===== src/rtl/alu_exec_ctrl.sv =====
// RV32 OP/OP-IMM execute sequencer: single-cycle ALU ops, iterative shift-add MUL,
// valid/ready issue and writeback handshakes with flush.
module alu_exec_ctrl #(
   parameter int MUL_BITS_PER_CYCLE = 1
) (
   input  logic        clk,
   input  logic        rst_n,
   input  logic        flush,
   input  logic        in_valid,
   output logic        in_ready,
   input  logic [6:0]  opcode,
   input  logic [6:0]  funct7,
   input  logic [2:0]  funct3,
   input  logic [11:0] imm,
   input  logic [31:0] rs1_val,
   input  logic [31:0] rs2_val,
   input  logic [4:0]  rd_addr,
   output logic        out_valid,
   input  logic        out_ready,
   output logic [31:0] out_rd_val,
   output logic [4:0]  out_rd_addr,
   output logic        out_illegal,
   output logic        busy
);

   localparam int MUL_CYCLES = 32 / MUL_BITS_PER_CYCLE;
   localparam int CNT_W      = $clog2(MUL_CYCLES);
   localparam logic [CNT_W-1:0] CNT_LAST = CNT_W'(MUL_CYCLES - 1);

   localparam logic [6:0] OP_R     = 7'b0110011;
   localparam logic [6:0] OP_I     = 7'b0010011;
   localparam logic [6:0] F7_BASE  = 7'b0000000;
   localparam logic [6:0] F7_ALT   = 7'b0100000;
   localparam logic [6:0] F7_MULDV = 7'b0000001;

   typedef enum logic [1:0] {S_IDLE, S_MUL, S_RESP} state_t;

   state_t            state, state_nxt;
   logic [CNT_W-1:0]  mul_cnt;
   logic [31:0]       mul_acc, mul_mcand, mul_mplier, mul_sum;
   logic              accept, is_mul, alu_ill;
   logic [31:0]       alu_res;

   // Returns {illegal, result}; undefined encodings yield a zero result.
   function automatic logic [32:0] alu_eval(input logic [6:0] op, input logic [6:0] f7,
                                            input logic [2:0] f3, input logic [11:0] im,
                                            input logic [31:0] a, input logic [31:0] b);
      logic signed [31:0] a_s, b_s, i_s;
      logic [31:0]        i_u, r;
      logic               ill;
      a_s = a;
      b_s = b;
      i_s = {{20{im[11]}}, im};
      i_u = i_s;
      r   = '0;
      ill = 1'b0;
      case (op)
         OP_R: begin
            case ({f7, f3})
               {F7_BASE, 3'b000}: r = a + b;
               {F7_ALT,  3'b000}: r = a - b;
               {F7_BASE, 3'b001}: r = a << b[4:0];
               {F7_BASE, 3'b010}: r = {31'b0, a_s < b_s};
               {F7_BASE, 3'b011}: r = {31'b0, a < b};
               {F7_BASE, 3'b100}: r = a ^ b;
               {F7_BASE, 3'b101}: r = a >> b[4:0];
               {F7_ALT,  3'b101}: r = a_s >>> b[4:0];
               {F7_BASE, 3'b110}: r = a | b;
               {F7_BASE, 3'b111}: r = a & b;
               default:           ill = 1'b1;
            endcase
         end
         OP_I: begin
            case (f3)
               3'b000: r = a + i_u;
               3'b010: r = {31'b0, a_s < i_s};
               3'b011: r = {31'b0, a < i_u};
               3'b100: r = a ^ i_u;
               3'b110: r = a | i_u;
               3'b111: r = a & i_u;
               3'b001: begin
                  if (im[11:5] == F7_BASE) r = a << im[4:0];
                  else                     ill = 1'b1;
               end
               default: begin
                  if (im[11:5] == F7_BASE)     r = a >> im[4:0];
                  else if (im[11:5] == F7_ALT) r = a_s >>> im[4:0];
                  else                         ill = 1'b1;
               end
            endcase
         end
         default: ill = 1'b1;
      endcase
      if (ill) r = '0;
      return {ill, r};
   endfunction

   function automatic logic [31:0] mul_step(input logic [31:0] acc, input logic [31:0] mc,
                                            input logic [MUL_BITS_PER_CYCLE-1:0] bits);
      logic [31:0] s;
      s = acc;
      for (int i = 0; i < MUL_BITS_PER_CYCLE; i++)
         if (bits[i]) s = s + (mc << i);
      return s;
   endfunction

   assign is_mul    = (opcode == OP_R) && (funct3 == 3'b000) && (funct7 == F7_MULDV);
   assign {alu_ill, alu_res} = alu_eval(opcode, funct7, funct3, imm, rs1_val, rs2_val);
   assign mul_sum   = mul_step(mul_acc, mul_mcand, mul_mplier[MUL_BITS_PER_CYCLE-1:0]);
   assign in_ready  = rst_n && !flush &&
                      ((state == S_IDLE) || ((state == S_RESP) && out_ready));
   assign accept    = in_valid && in_ready;
   assign busy      = (state == S_MUL);
   assign out_valid = (state == S_RESP);

   always_ff @(posedge clk) begin
      if (!rst_n) state <= S_IDLE;
      else        state <= state_nxt;
   end

   always_comb begin
      state_nxt = state;
      case (state)
         S_IDLE:  if (accept) state_nxt = is_mul ? S_MUL : S_RESP;
         S_MUL:   if (mul_cnt == CNT_LAST) state_nxt = S_RESP;
         S_RESP: begin
            if (accept)         state_nxt = is_mul ? S_MUL : S_RESP;
            else if (out_ready) state_nxt = S_IDLE;
         end
         default: state_nxt = S_IDLE;
      endcase
      if (flush) state_nxt = S_IDLE;
   end

   always_ff @(posedge clk) begin
      if (!rst_n) begin
         mul_cnt     <= '0;
         mul_acc     <= '0;
         mul_mcand   <= '0;
         mul_mplier  <= '0;
         out_rd_val  <= '0;
         out_rd_addr <= '0;
         out_illegal <= 1'b0;
      end else if (flush) begin
         mul_cnt <= '0;
      end else if (accept) begin
         out_rd_addr <= rd_addr;
         if (is_mul) begin
            mul_mcand  <= rs1_val;
            mul_mplier <= rs2_val;
            mul_acc    <= '0;
            mul_cnt    <= '0;
         end else begin
            out_rd_val  <= alu_res;
            out_illegal <= alu_ill;
         end
      end else if (state == S_MUL) begin
         // Retire MUL_BITS_PER_CYCLE multiplier bits per cycle, LSB first.
         mul_acc    <= mul_sum;
         mul_mcand  <= mul_mcand << MUL_BITS_PER_CYCLE;
         mul_mplier <= mul_mplier >> MUL_BITS_PER_CYCLE;
         mul_cnt    <= mul_cnt + 1'b1;
         if (mul_cnt == CNT_LAST) begin
            out_rd_val  <= mul_sum;
            out_illegal <= 1'b0;
         end
      end
   end

endmodule


===== config.mk =====
export PLATFORM = sky130hd
export DESIGN_NAME = alu_exec_ctrl
export DESIGN_NICKNAME = d
export VERILOG_FILES = /design/src/rtl/alu_exec_ctrl.sv
export SDC_FILE = /design/constraint.sdc
export NUM_CORES = 1
export LEC_CHECK = 0
export CAP_MARGIN = 0
export CORE_MARGIN = 1
export CORE_UTILIZATION = 35
export CTS_BUF_LIST = sky130_fd_sc_hd__clkbuf_16
export CTS_CLUSTER_DIAMETER = 80
export DETAILED_ROUTE_END_ITERATION = 8
export HOLD_SLACK_MARGIN = 0.03
export PLACE_DENSITY = 0.59
export RECOVER_POWER = 25
export SYNTH_ARGS = -nofsm -noshare
export SYNTH_HDL_FRONTEND = slang
export SYNTH_SLANG_ARGS = --single-unit

===== constraint.sdc =====
create_clock -name clk -period 4.5 [get_ports clk]
set_clock_uncertainty 0.05 [all_clocks]
set_input_delay 0.9 -clock clk [delete_from_list [all_inputs] [get_ports clk]]
set_output_delay 0.9 -clock clk [all_outputs]
set_load 0.05 [all_outputs]

# Yosys cells after proc, flatten, opt, wreduce, memory -nomap -nowiden

Cells that the tools add are included.
Widths: inputs -> output; s select.

$mul: 0
Bitwise gates (word level): 8
Add/subtract/negate cells: 5
Reduce and logical (&&, ||, !) cells: 22
Divide/modulo/power cells: 0
Mux-type cells: 40
Shifts and indexed selects: 6
Equality and inequality tests: 27
Order comparisons: 4

Operator list:

| cell                | number |
|---|---|
| $mux 32             | 18 |
| $pmux 32 s10        | 1 |
| $pmux 32 s7         | 1 |
| $add 32x32->32      | 3 |
| $lt 32x32->1        | 3 |
| $and 32x32->32      | 2 |
| $or 32x32->32       | 2 |
| $pmux 32 s2         | 1 |
| $shl 32x5->32       | 2 |
| $shr 32x5->32       | 2 |
| $sshr 32x5->32      | 2 |
| $xor 32x32->32      | 2 |
| $eq 10x3->1 const B | 4 |
| $lt 32x12->1        | 1 |
| $sub 32x32->32      | 1 |
| $eq 10x2->1 const B | 2 |
| $eq 10x9->1 const B | 2 |
| $mux 5              | 3 |
| $eq 7x6->1 const B  | 2 |
| $eq 10x1->1 const B | 1 |
| $logic_not 10->1    | 1 |
| $mux 2              | 5 |
| $reduce_or 10->1    | 1 |
| $eq 3x3->1 const B  | 3 |
| other kinds (27)    | 47 |

Memory bits (writable): 0
Logic and storage cells: 120
Bits in registers: 141
Bits in latches: 0
Bits in read-only memories: 0
Bits of input ports: 103
Memories: 0
Output and inout port bits: 41

# Longest topological paths before layout

Gate-level depths: netlist of the first run.

Depth after elaboration: 8
Mapped depth: 18

# Least setup slack after synthesis of the first run

No wires, ideal clock.

Kind: input port to flip-flop
Start point: input rs2_val[2]
End point: register out_rd_val[29]
Cell stages on the path: 17
Path buffers: 5
Arrival: 4.630 ns
Required time: 4.392 ns
Path slack: -0.238 ns
Cells stage by stage: clkbuf_1 -> inv_1 -> buf_2 -> buf_1 -> clkbuf_1 -> ha_1 -> buf_2 -> nor3_1 -> o31ai_2 -> a2111oi_2 -> nor4_2 -> nor4_1 -> o311a_1 -> o22ai_1 -> xnor2_1 -> a2111oi_0 -> a211o_1

Cells in the longest elaborated chain, start to end: 6
Elaborated cells on any way between the ends: 10
Classes of those cells: 2 x add/sub; 3 x shift; 5 x mux

RTL lines:

| what                                   | line | source |
|---|---|---|
| start: declaration                     | 16   | `input logic [31:0] rs2_val,` |
| $sub 32x32->32 (tied with other cells) | 61   | `{F7_ALT, 3'b000}: r = a - b;` |
| $pmux 32 s10 *                         | 59   | `case ({f7, f3})` |
| $pmux 32 s2 *                          | 57   | `case (op)` |
| $mux 32 *                              | 94   | `if (ill) r = '0;` |
| $mux 32 *                              | 148  | `if (is_mul) begin` |
| $mux 32 *                              | 146  | `end else if (accept) begin` |
| end signal: assignment                 | 154  | `out_rd_val <= alu_res;` |
| end signal: assignment                 | 164  | `out_rd_val <= mul_sum;` |
| end: declaration                       | 20   | `output logic [31:0] out_rd_val,` |

Mark *: on every way between the ends. The rest lies on a longest branch, timed or not. The select of a mux whose other input is x is not followed.
A chain may end at the register's enable or synchronous reset.

# Worst setup path after layout of the first run

Start point: input rs1_val[22]
End point: register out_rd_val[31]

Cells in the longest elaborated chain, start to end: 8
Elaborated cells on any way between the ends: 18
Classes of those cells: 3 x add/sub; 6 x shift; 9 x mux

RTL lines:

| what                                                                   | line | source |
|---|---|---|
| start: declaration                                                     | 15   | `input logic [31:0] rs1_val,` |
| parallel branches: the longest is 4 deep, another holds $sub 32x32->32 | --   |  |
| $pmux 32 s2 *                                                          | 57   |  |
| $mux 32 *                                                              | 94   |  |
| $mux 32 *                                                              | 148  |  |
| $mux 32 *                                                              | 146  |  |

Mark *: on every way between the ends. The select of a mux whose other input is x is not followed.

==> results of run 1 <==
## worst max-delay path, cell delays in order
cell             delay (ns)
clkdlybuf4s50_1        0.76
inv_1                  0.29
ha_1                   0.45
inv_1                  0.08
a21oi_1                0.14
o21bai_1               0.08
a221oi_1               0.44
o22ai_1                0.25
o311a_1                0.37
o22ai_1                0.19
xnor2_1                0.14
o31ai_1                0.10
a311oi_1               0.32
a21oi_1                0.13
## cell usage in the layout, fill, tap and decap left out, drive strengths merged, types with 40 or more instances in the layout
cell           instances
nor2                 361
buf                  620
mux4                  88
nor3                  59
mux2i                108
o211ai               117
nand2                394
xnor2                 56
inv                  137
a211oi                76
dlygate4sd3           40
a21oi                331
o21ai                262
dfxtp                141
clkdlybuf4s50         89
o211a                 63
a31oi                 48
ha                   230
nand3                 54
## area by class of cell
type / instances / share of cell area [%]
diodes: 2 / 0.01611
clock buffers: 17 / 1.369
clock inverters: 15 / 0.5557
inverters: 129 / 1.558
multi-input cells: 2813 / 63.44
flip-flops and latches: 141 / 9.089
well taps: 873 / 3.515
repair buffers: 752 / 20.45
## timing repair
action / CTS / global route
hold endpoints to repair: 0 / 0
setup endpoints to repair: 0 / 5
resized for setup: 0 / 5
## per-layer routing
layer  track usage, %  wire length, µm  part of all wire (%)
met5                0               40                 0.027
met4            22.25             9923                   6.8
met3            7.868            14980                    10
met2            62.23            62380                    43
met1            53.03            58310                    40
## flip-flops by register name, indices dropped and copies added, names as in the netlist
name	flops
mul_acc	32
mul_cnt	5
mul_mcand	32
mul_mplier	32
out_illegal	1
out_rd_addr	5
out_rd_val	32
state	2
## how the worst max path moves through the flow
stage	from	endpoint	cells past startpoint
global placement	rs1_val[0]	out_rd_val[30]	17
CTS	rs1_val[0]	out_rd_val[28]	18
floorplan	rs2_val[2]	out_rd_val[29]	17
detailed placement	rs1_val[0]	out_rd_val[28]	18
global route	rs1_val[0]	out_rd_val[30]	17
finish	rs1_val[22]	out_rd_val[31]	14
## cell families (layout without fill, tap and decap cells)
group | after synthesis | in the layout | share of synthesized area, %
AOI/OAI and AO/OA | 1253 | 1253 | 34.14
and+or+nand+nor | 1039 | 1039 | 18.82
buffers and inverters | 419 | 913 | 6.990
adders and majority gates | 234 | 234 | 12.24
muxes | 211 | 211 | 13.37
DFF | 141 | 141 | 11.68
xor gates and xnor gates | 76 | 76 | 2.754
other | 0 | 2 | 0
## power groups by stage
stage | clock [W] | sequential (W) | combinational [W]
after floorplan | 0 | 0.00132 | 0.00143
after global placement | 0 | 0.00129 | 0.00285
after detailed placement | 0 | 0.00129 | 0.00283
after CTS | 0.00152 | 0.00127 | 0.00284
after global routing | 0.00157 | 0.00127 | 0.00306
final | 0.00150 | 0.00127 | 0.00293
## metrics by stage
| step | instances | setup TNS (ns) | util (%) | cell area, µm² | hold slack (ns) |
|---|---|---|---|---|---|
| finish | 4742 | 0 | 45.86 | 31070 | 0.4139 |
| global route | 4740 | -0.01365 | 45.85 | 31070 | 0.4417 |
| CTS | 4740 | 0 | 45.84 | 31060 | 0.4181 |
| detailed placement | 4708 | -2.806 | 44.96 | 30460 | 0.4113 |
| global placement | 4708 | -2.459 | 44.96 | 30460 | 0.4029 |
| floorplan | 3373 | 0 | - | 24170 | 0.3912 |
==> reports/qor.txt, run 1 <==
Status -> completed
EDFF count, synth -> 0
Final net count -> 4191
Die H -> 264.8 µm
Cell internal pwr -> 0.003216 W
Max Freq -> 227.9 MHz
Crit end category -> flop
H-tree Lvls -> 4
Via density -> 6.406
Chip Width -> 264.8 µm
Net Switching -> 0.002484 W
Congestion Overflow GR -> 0
Startpoint Class -> input pin
Synth area leaders -> ha_1 (12%), dfxtp_1 (12%), mux4_2 (8.2%), a21oi_1 (6.9%), nand2_1 (6.1%)
Cell count after synthesis -> 3373
Largest net degree at the start of global routing -> 107
Most used DFF post-synth -> dfxtp_1
Power Density -> 183.5 nW/µm²
Area leader, netlist -> ha_1
Total number of vias -> 30378
DR iter-0 viols -> 3885
Total wire length -> 145600 µm
Min Tclk post-route -> 4.388 ns
Worst-skew pair later-pin latency -> 0.45 ns
Yosys warnings -> 0
Worst-margin pin slew -> 0.9911 ns
R2R depth -> 13
Port bufs -> 143
Top Ports -> 144
Top cell types by occurrence after synthesis -> nand2_1 (394), nor2_1 (360), a21oi_1 (331)
Final hold vios -> 0
Remaining antenna violation count -> 0
Post-route DRC -> 0
Worst endpoint data arrival time -> 4.66 ns
Post-DP HPWL -> 115900 µm
Syn Nets -> 3710
Clk pin slew, worst setup/hold paths -> 0.07 ns
Comb pwr share -> 51.5%
Initial Util -> 35.67%
CTS Sinks -> 141
Final Wtd Congestion -> 1.114
Maximum vdd ir drop -> 0.2044 mV
R2R Setup Slk -> 0.60 ns
Hold Startpoint -> out_rd_addr[0]
CP Class -> input pin to flop
Share of power burned in registers -> 22.2%
Count leader, synth -> nand2_1
Core ar. -> 67750 µm²
Site Rows -> 95
Max-Cap Viols -> 0
Die area -> 70100 µm²
Syn Std Cell Area -> 24170 µm²
Avg Cell Area, Syn -> 7.164 µm²
Top cell type's share of synthesized area -> 11.91%
Post-CTS Setup Inserts -> 0
Critical path required time -> 4.77 ns
Pins Over Slew Limit -> 0
CTS max path bufs -> 2
Total Power -> 0.005700 W
Reg2Reg Launch Point -> mul_mcand[0]
Final period utilization -> 97.51%
Worst Hold Class -> flop to flop
Hold Path Stages -> 2
Clock share of power -> 26.3%
R2r endpoint -> out_rd_val[28]
Initial antenna violation count -> 9
P_leak -> 13.75 nW
Multi-input gate area -> 19710 µm²
CTS tree -> yes
Slew margin rel. -> 33.93%
Async SR Flop Fraction -> 0%
Setup violations, final -> 0
Net Sw Frac -> 43.58%
Pre-CTS WS -> -0.2537 ns
Global-route usage over all layers -> 40.46%
# hold bufs at CTS -> 0
Layout cells sized above 1 -> 20.87%
TritonCTS Buffers -> 17
Hold endpoint -> out_rd_addr[0]
Fill cells -> 7101
Area Growth Syn to Fin -> 28.57%
Yosys cell types -> 89
Root buf cell -> clkbuf_16
Vias in the first global route -> 28371
Seq. cell area -> 2824 µm²
First-pass GRT wire length -> 206400 µm
Synthesized flop and latch total -> 141
Setup ws final -> 0.1118 ns
Sequential share of the synthesized area -> 11.68%
DRT Pass-1 Iters -> 6
Worst Path Max Fanout -> 5
Wire per inst -> 30.71 µm
No activity file was read; power rests on OpenSTA's default activity.
==> run 2: changes to the inputs <==
- DONT_BUFFER_PORTS: unset -> 1
- PLACE_DENSITY: 0.59 -> 0.56
- SLEW_MARGIN: unset -> 10
==> run 2 against run 1 <==
Register-to-register slack got worse by 0.07 ns. Die area stayed put. Utilization decreased by 7.6 points. Via count down 9.3%. Clock power is 3% higher. Combinational power shrank 34%. Non-clock buffer count is 593 lower. Sequential power barely moved. Cell area shrank 16%. Power is 16% lower. Count of clock-buffer cells in the layout stayed put. Critical endpoint unchanged. Final cell count is 12% lower.
==> reports/qor.txt, run 2 (same netlist as run 1, synthesis figures left out) <==
Final Wtd Congestion -> 1.068 (-4.1%)
Max Freq -> 250.1 MHz (+9.8%)
Area Growth Syn to Fin -> 7.373%
Chip Width -> 264.8 µm (unchanged)
Crit-path max cell delay -> 0.85 ns (+0.09 ns)
Status -> completed
Net Sw Frac -> 40.30% (-3.3 points)
Worst Hold Class -> flop to flop
Clock share of power -> 32.2% (+5.9 points)
DRT Pass-1 Iters -> 6 (unchanged)
Maximum vdd ir drop -> 0.2148 mV (+5.1%)
Port bufs -> 0 (-100%)
Die H -> 264.8 µm (unchanged)
Final net count -> 3598 (-14%)
Worst Path Max Fanout -> 31 (+26)
Total number of vias -> 27558 (-9.3%)
Total wire length -> 127700 µm (-12%)
Net Switching -> 0.001923 W (-23%)
Post-CTS Setup Inserts -> 0 (unchanged)
Min Tclk post-route -> 3.998 ns (-0.3903 ns)
CTS Sinks -> 141 (unchanged)
Die area -> 70100 µm² (unchanged)
Congestion Overflow GR -> 0 (unchanged)
Final Core Density -> 38.30% (-7.6 points)
Crit path max-delay family -> compound AO/OA/AOI/OAI gates
Global-route usage over all layers -> 35.40% (-5.1 points)
Crit-path slowest cell -> a21oi_4
Commonest non-fill, non-tap cell in the layout -> nand2_1
CTS max path bufs -> 2 (unchanged)
CP Buf/Inv Count -> 1 (-2)
PostCTS Resize Cnt -> 0 (unchanged)
DP Cell Count -> 4115 (-13%)
Share of power burned in registers -> 27.3% (+5.1 points)
Final std cells w/o fill -> 4157 (-12%)
TritonCTS Buffers -> 17 (unchanged)
Cell internal pwr -> 0.002849 W (-11%)
Wire per inst -> 30.71 µm (about the same)
Initial antenna violation count -> 9 (unchanged)
Pins Over Slew Limit -> 0 (unchanged)
Power Density -> 183.9 nW/µm² (+0.25%)
Final hold vios -> 0 (unchanged)
P_leak -> 10.76 nW (-22%)
Site Rows -> 95 (unchanged)
CTS tree -> yes
Comb pwr share -> 40.6% (-11 points)
Most frequent cells in the layout -> nand2_1 (393), nor2_1 (359), a21oi_1 (330), o21ai_0 (240), ha_1 (230)
Post-DP HPWL -> 97010 µm (-16%)
Root buf cell -> clkbuf_16
Remaining antenna violation count -> 0 (unchanged)
Via density -> 6.629 (+3.5%)
# hold bufs at CTS -> 0 (unchanged)
Layout cells sized above 1 -> 10.32% (-11 points)
Initial Util -> 35.67% (unchanged)
Worst endpoint data arrival time -> 4.28 ns (-0.38 ns)
Largest net degree at the start of global routing -> 139 (+30%)
Clk pin slew, worst setup/hold paths -> 0.07 ns (about the same)
Startpoint Class -> input pin
Setup total negative slack -> 0 ns (unchanged)
Core ar. -> 67750 µm² (unchanged)
Vias in the first global route -> 25124 (-11%)
Top Ports -> 144 (unchanged)
Slew margin rel. -> 11.09% (-23 points)
Critical path required time -> 4.78 ns (about the same)
Crit end category -> flop
Max-Cap Viols -> 0 (unchanged)
Worst-path cell chain -> or3_1, clkbuf_1, nor4_1, nand4_1, nand2_1, a21oi_4, o21ai_0, a31oi_1, o31ai_1, a311oi_1, a21oi_1
RSZ-0062 raised after global routing -> false
Setup violations, final -> 0 (unchanged)
Final period utilization -> 88.84% (-8.7 points)
Post-route DRC -> 0 (unchanged)
CP Class -> input pin to flop
Worst-skew pair later-pin latency -> 0.46 ns (about the same)
DR iter-0 viols -> 3767 (-3.0%)
H-tree Lvls -> 4 (unchanged)
Worst-margin pin slew -> 1.300 ns (+0.3090 ns)
First-pass GRT wire length -> 182800 µm (-11%)
## run 2: changes by cell type in the layout (fill, tap and decap cells not counted), moves of 2 or more
| cell | change |
|---|---|
| buf_12 | -31 |
| buf_4 | -423 |
| clkdlybuf4s50_1 | -89 |
| a21oi_2 | -2 |
| diode_2 | +8 |
| a21oi_1 | +2 |
| buf_2 | -11 |
| dlygate4sd3_1 | -40 |
## run 2: layout make-up
class | instances | area (µm²)
Antenna cell | 10 | 25.02
Clock buffer | 17 | 425.4
Clock inverter | 15 | 181.4
Fill cell | 7259 | 41810
Inverter | 129 | 484.2
Multi-Input combinational cell | 2813 | 19700
Sequential cell | 141 | 2824
Tap cell | 873 | 1092
Timing Repair Buffer | 159 | 1216
## run 2: routing by layer
| metal | GRT usage (%) | vias up | wire, µm |
|---|---|---|---|
| li1 | - | 12299 | - |
| met1 | 48.02 | 13268 | 52450 |
| met2 | 51.86 | 1683 | 53160 |
| met3 | 7.673 | 300 | 13900 |
| met4 | 19.40 | 8 | 8098 |
| met5 | 0 | - | 64 |
## run 2: per-stage QoR
stage / total power, W / area, µm² / worst slack (ns) / hold WS, ns
2_1_floorplan: 0.002756 / 24170 / 0.03122 / 0.3912
3_3_place_gp: 0.003217 / 25330 / 0.1817 / 0.4028
3_5_place_dp: 0.003193 / 25330 / 0.1695 / 0.4192
4_1_cts: 0.004736 / 25940 / 0.5785 / 0.4270
5_1_grt: 0.004968 / 25920 / 0.1876 / 0.4434
6_report: 0.004772 / 25950 / 0.5021 / 0.4256
## run 2: power groups by stage
| stage | Combinational [W] | Sequential, W | Clock, W |
|---|---|---|---|
| 2_1_floorplan | 0.00143 | 0.00132 | 0 |
| 3_3_place_gp | 0.00189 | 0.00133 | 0 |
| 3_5_place_dp | 0.00186 | 0.00133 | 0 |
| 4_1_cts | 0.00188 | 0.00130 | 0.00156 |
| 5_1_grt | 0.00206 | 0.00130 | 0.00161 |
| 6_report | 0.00194 | 0.00130 | 0.00154 |
## run 2: path summary, 6_finish.rpt
check | slack, ns | startpoint | endpoint | cells after the start
hold / removal | 0.43 | mul_mplier[31] | mul_mplier[31] | 2
hold reg to reg | 0.43 | mul_mplier[31] | mul_mplier[31] | 2
setup / recovery | 0.50 | funct7[3] | out_rd_val[31] | 11
setup reg to reg | 0.53 | mul_mcand[0] | out_rd_val[28] | 13
## run 2: worst register-to-register path: stages, from the launching register on
cell      delay, ns
dfxtp_1        0.38
ha_1           0.31
fa_1           0.45
a211oi_1       0.33
o21ai_1        0.16
a211oi_1       0.37
o31ai_1        0.26
o21ai_0        0.53
a311oi_1       0.23
xor2_1         0.20
mux2i_1        0.15
nor2_1         0.10
a211oi_1       0.20
a21oi_1        0.09
